**config.mk**
```make
export PLATFORM = sky130hd
export DESIGN_NAME = adder_slice_seq
export DESIGN_NICKNAME = d
export VERILOG_FILES = /design/src/rtl/adder_slice_seq.sv
export SDC_FILE = /design/constraint.sdc
export NUM_CORES = 1
export LEC_CHECK = 0
export BUFFER_PORTS_ARGS = -buffer_cell sky130_fd_sc_hd__clkbuf_2
export CORE_MARGIN = 4
export CORE_UTILIZATION = 54
export DETAILED_ROUTE_END_ITERATION = 7
export PLACE_DENSITY = 0.8
export SYNTH_ARGS = -nofsm -noshare
export SYNTH_HDL_FRONTEND = slang
export SYNTH_SLANG_ARGS = --single-unit
```
**constraint.sdc**
```tcl
create_clock -name clk -period 4 [get_ports clk]
set_clock_uncertainty 0.1 [all_clocks]
set_input_delay 0.4 -clock clk [delete_from_list [all_inputs] [get_ports clk]]
set_output_delay 0.4 -clock clk [all_outputs]
set_load 0.005 [all_outputs]
```
**src/rtl/adder_slice_seq.sv**
```systemverilog
// rtl/adder_slice_seq.sv - multi-cycle WIDTH-bit adder reusing one SLICE-bit adder slice
// Optional macro ADDER_SLICE_SEQ_COUT_EN adds a registered carry-out port (cout).
module adder_slice_seq #(
  parameter int WIDTH = 32,
  parameter int SLICE = 8
) (
  input  logic             clk,
  input  logic             rst,
  input  logic             in_valid,
  output logic             in_ready,
  input  logic [WIDTH-1:0] a,
  input  logic [WIDTH-1:0] b,
  output logic             out_valid,
  input  logic             out_ready,
  output logic [WIDTH-1:0] sum,
  output logic             busy
`ifdef ADDER_SLICE_SEQ_COUT_EN
  ,
  output logic             cout
`endif
);

  localparam int NSLICE = WIDTH / SLICE;
  localparam int IDX_W  = (NSLICE > 1) ? $clog2(NSLICE) : 1;
  localparam logic [IDX_W-1:0] LAST_IDX = IDX_W'(NSLICE - 1);

  typedef enum logic [1:0] {
    IDLE,
    RUN,
    DONE
  } state_t;

  state_t           state;
  state_t           state_nxt;
  logic [WIDTH-1:0] a_q;
  logic [WIDTH-1:0] b_q;
  logic [WIDTH-1:0] sum_q;
  logic             carry_q;
  logic [IDX_W-1:0] idx_q;
  logic [SLICE-1:0] a_sl;
  logic [SLICE-1:0] b_sl;
  logic [SLICE-1:0] s_sl;
  logic             c_sl;
  logic             accept;
  logic             last_step;

  // The single shared slice adder, steered by the current slice index
  always_comb begin
    a_sl = a_q[idx_q*SLICE +: SLICE];
    b_sl = b_q[idx_q*SLICE +: SLICE];
    {c_sl, s_sl} = {1'b0, a_sl} + {1'b0, b_sl} + {{SLICE{1'b0}}, carry_q};
  end

  assign accept    = in_valid && (state == IDLE);
  assign last_step = (idx_q == LAST_IDX);

  always_comb begin
    state_nxt = state;
    in_ready  = 1'b0;
    out_valid = 1'b0;
    busy      = 1'b0;
    case (state)
      IDLE: begin
        in_ready = 1'b1;
        if (in_valid) state_nxt = RUN;
      end
      RUN: begin
        busy = 1'b1;
        if (last_step) state_nxt = DONE;
      end
      DONE: begin
        busy      = 1'b1;
        out_valid = 1'b1;
        if (out_ready) state_nxt = IDLE;
      end
      default: state_nxt = IDLE;
    endcase
  end

  always_ff @(posedge clk) begin
    if (rst) begin
      state   <= IDLE;
      a_q     <= '0;
      b_q     <= '0;
      sum_q   <= '0;
      carry_q <= 1'b0;
      idx_q   <= '0;
    end else begin
      state <= state_nxt;
      if (accept) begin
        a_q     <= a;
        b_q     <= b;
        sum_q   <= '0;
        carry_q <= 1'b0;
        idx_q   <= '0;
      end else if (state == RUN) begin
        sum_q[idx_q*SLICE +: SLICE] <= s_sl;
        carry_q                     <= c_sl;
        // Index parks on the last slice so the part-select stays in range in DONE
        if (!last_step) idx_q <= idx_q + 1'b1;
      end
    end
  end

  assign sum = sum_q;

`ifdef ADDER_SLICE_SEQ_COUT_EN
  logic cout_q;

  always_ff @(posedge clk) begin
    if (rst) begin
      cout_q <= 1'b0;
    end else if (accept) begin
      cout_q <= 1'b0;
    end else if ((state == RUN) && last_step) begin
      cout_q <= c_sl;
    end
  end

  assign cout = cout_q;
`endif

endmodule

```
==> metrics.md <==
| Metric | Value |
|---|---|
| Placed insts | 685 |
| Critical path class | flip-flop to flip-flop |
| Final min period | 3.323 ns |
| Routability Congestion | 0.8460 |
| R2R setup slack | 0.68 ns |
| Vias in the first global route | between 3k and 4k |
| VDD IR max | 0.2253 mV |
| Sequential element share of the synthesized area | 45.04% |
| Post-route cell area | approximately 5200 sq um |
| Initial cell density of the core | 56.92% |
| Place WS | approximately 0.68 ns |
| Nets | 680 |
| Cell variety after synth | 48 |
| Via/cell ratio | between 5 and 6 |
| F_max | 301.0 MHz |
| Syn nets | 593 |
| Num rows | 32 |
| Postcts setup bufs | 0 |
| Initial antenna violation count | 0 |
| Overflow after GRT | 0 |
| Number of flops mapped to enable cells by yosys | 0 |
| Post-route ant nets | 0 |
| Chip Height | 99.18 microns |
| Port bufs | just over 100 |
| CP most frequent cell | fa_1 |
| Core box area | 7888 sq um |
| Sequential power share | between 40% and 50% |
| CP max stage delay | 0.53 ns |
| Crit start category | flip-flop |
| CP endpoint | sum[22] |
| CTS Buffer Depth | 2 |
| Initial DRT Pass Iterations | 4 |
| CTS tree | done |
| Synth Instances | 507 |
| Area delta synth->final | 16.16% |
| Critical R2R Capture | sum[22] |
| Crit path max fanout | 8 |
| Tot Pwr | between 0.002 and 0.003 W |
| Worst path slowest cell | mux4_2 |
| Combinational share of power | 35.4% |
| CP arrival | between 3 and 4 ns |
| Reg clk slew, reported paths | 0.10 ns |
| DR iter-0 viols | 187 |
| Endpoints failing setup | 0 |
| WP data required | between 4 and 5 ns |
| Status | finished, final reports clean |
| CTS H-tree depth | 3 |
| Slew Viols, Final | 0 |
| Synthesized flop and latch total | 101 |
| Hold-fix buffers, CTS | 0 |
| Pwr dens | between 500 and 600 nW/um^2 |
| Dpl hpwl | 7.923 mm |
| Fin Setup TNS | 0 ns |
| Final Hold Fails | 0 |
| FFs w/ async S/R, synth | 0% |
| Top Ports | 103 |
| Critical Path End Type | flip-flop |
| Non-Filler Instances | 701 |
| RSZ-0062 raised after global routing | false |
| First-pass GRT wire length | 17.69 mm |
| Tot GR Track Use | 21.83% |
| Internal | 0.001768 W |
| Pin count of the biggest net entering global routing | a little under 70 |
| Switching Share | 37.53% |
| Critical Path, Cell by Cell | buf_4 > mux4_2 > fa_1 > fa_1 > a211oi_1 > nor4_1 > a211o_1 > a32o_1 |
| Post-Syn Area | 4489 sq um |
| Measured slew at the worst slew-check pin | 1.099 ns |
| Clock Tree Root | clkbuf_8 |
| PostCTS Resize Cnt | 0 |
| Reg2Reg Depth | 8 |
| Hold_sp | a[30] |
| Max_slew headroom | 26.44% |
| Most frequent cells in the layout | nand2_1 (133), clkbuf_2 (102), dfxtp_1 (101), a21oi_1 (68), nor2_1 (34) |
| Routed wire per std cell | 15.35 microns |
| Vias | 3,926 |
| Width of the die | 99.18 microns |
| Leak Pwr | approximately 2.2 nW |
| Clk sinks | roughly 100 |
| Main flop type after synthesis | dfxtp_1 |
| Share of layout cells above drive strength 1 | around 25% |
| PnR worst setup slack | 0.6773 ns |
| Num CTS Buffers | 9 |
| Multi-input gate area | 2298 sq um |
| Routed wire length | 10.76 mm |
| Remaining DRCs | 0 |
| Synth Warn # | 0 |
| Worst min path class | input port to flip-flop |
| N_diodes | 0 |
| Placed standard-cell area | roughly 5000 sq um |
| Latest clock arrival within the worst-skew pair | between 0.3 and 0.4 ns |
| CP startpoint | idx_q[0] |
| Switching power | 0.001062 W |
| Clock power frac | 21.7% |
| Commonest non-fill, non-tap cell in the layout | nand2_1 |
| FF+latch area | between 2000 and 2500 sq um |
| Fill count | 681 |
| Die ar. | 9837 sq um |
| Critical R2R Launch | idx_q[0] |
| Avg Inst Size Synth | 8.855 sq um |
| Tcrit/Tclk final | 83.07% |
| Max-cap check violation count | 0 |
area by class of cell:
class | instances | share of cell area, %
Inverter | 9 | 0.6478
Sequential cell | 101 | 38.77
Multi-Input combinational cell | 366 | 44.07
Clock buffer | 11 | 2.711
Tap cell | 102 | 2.447
Clock inverter | 5 | 0.8397
Timing Repair Buffer | 107 | 10.51
cells by family (layout without fill, tap and decap cells):
family / after synthesis / count (layout) / synth area share [%]
flops: 101 / 101 / 45.04
fa+ha+maj: 18 / 18 / 5.351
mux: 18 / 18 / 8.473
buf+inv: 40 / 132 / 3.846
compound gates: 118 / 118 / 16.30
xor+xnor: 2 / 2 / 0.3903
simple gates: 210 / 210 / 20.60
synthesized netlist by cell type, types with 2 or more instances:
library cell  count  area, sq um
nand2_1         134        503.0
dfxtp_1         101         2022
a21oi_1          68        340.3
nor2_1           34        127.6
ha_1             16        200.2
mux4_2           16        360.4
clkbuf_1         15        56.30
nand3_1          14        70.07
a22oi_1          12        90.09
buf_2            12        60.06
inv_1             9        33.78
a32oi_1           8        70.07
nand2b_1          5        31.28
o211ai_1          5        37.54
o21ai_0           5        25.02
a32o_1            4        40.04
nor4_1            4        25.02
a211o_1           2        17.52
a211oi_1          2        15.01
a21o_1            2        15.01
a31oi_1           2        12.51
and2_1            2        12.51
buf_1             2        7.510
buf_4             2        15.01
fa_1              2        40.04
mux2i_1           2        20.02
nand3b_1          2        15.01
nand4_1           2        12.51
nor4b_1           2        17.52
o31ai_1           2        15.01
or3b_1            2        17.52
sequential cells by signal (all words and copies together), names as in the netlist:
| signal | flops |
|---|---|
| b_q | 32 |
| state | 2 |
| a_q | 32 |
| carry_q | 1 |
| sum | 32 |
| idx_q | 2 |
metal layers:
| metal | vias to the layer above | track usage, % | wire, microns |
|---|---|---|---|
| li1 | 1946 | - | - |
| met1 | 1833 | 29.44 | 4791 |
| met2 | 129 | 35.43 | 5098 |
| met3 | 18 | 3.787 | 695 |
| met4 | 0 | 7.668 | 177 |
| met5 | - | 0 | 0 |
critical path, delay by kind of cell (launching register included):
family	cells	cell delay (ns)
compound gates	3	1.03
fa+ha+maj	2	0.91
buf+inv	1	0.20
flops	1	0.34
mux	1	0.53
simple gates	1	0.11
power groups by stage:
stage / registers [W] / clock network (W) / logic [W]
2_1_floorplan: 0.00121 / 0 / 0.000772
3_3_place_gp: 0.00123 / 0 / 0.000972
3_5_place_dp: 0.00124 / 0 / 0.000997
4_1_cts: 0.00121 / 0.000622 / 0.00100
5_1_grt: 0.00123 / 0.000661 / 0.00112
6_report: 0.00121 / 0.000614 / 0.00100
through the flow:
step | hold WS, ns | utilization, %
finish | 0.1395 | 66.12
global route | 0.1393 | 66.12
floorplan | 0.3331 | -
detailed placement | 0.3451 | 63.77
CTS | 0.1363 | 66.12
global placement | 0.3401 | 63.77
how the worst min path moves through the flow:
stage | to | cells after the start | slack [ns]
6_report | a_q[30] | 3 | 0.14
5_1_grt | a_q[30] | 3 | 0.14
4_1_cts | a_q[30] | 3 | 0.14
3_5_place_dp | b_q[24] | 2 | 0.35
3_3_place_gp | b_q[26] | 2 | 0.34
2_1_floorplan | a_q[16] | 2 | 0.33
Power figures use the tool's default switching activity.
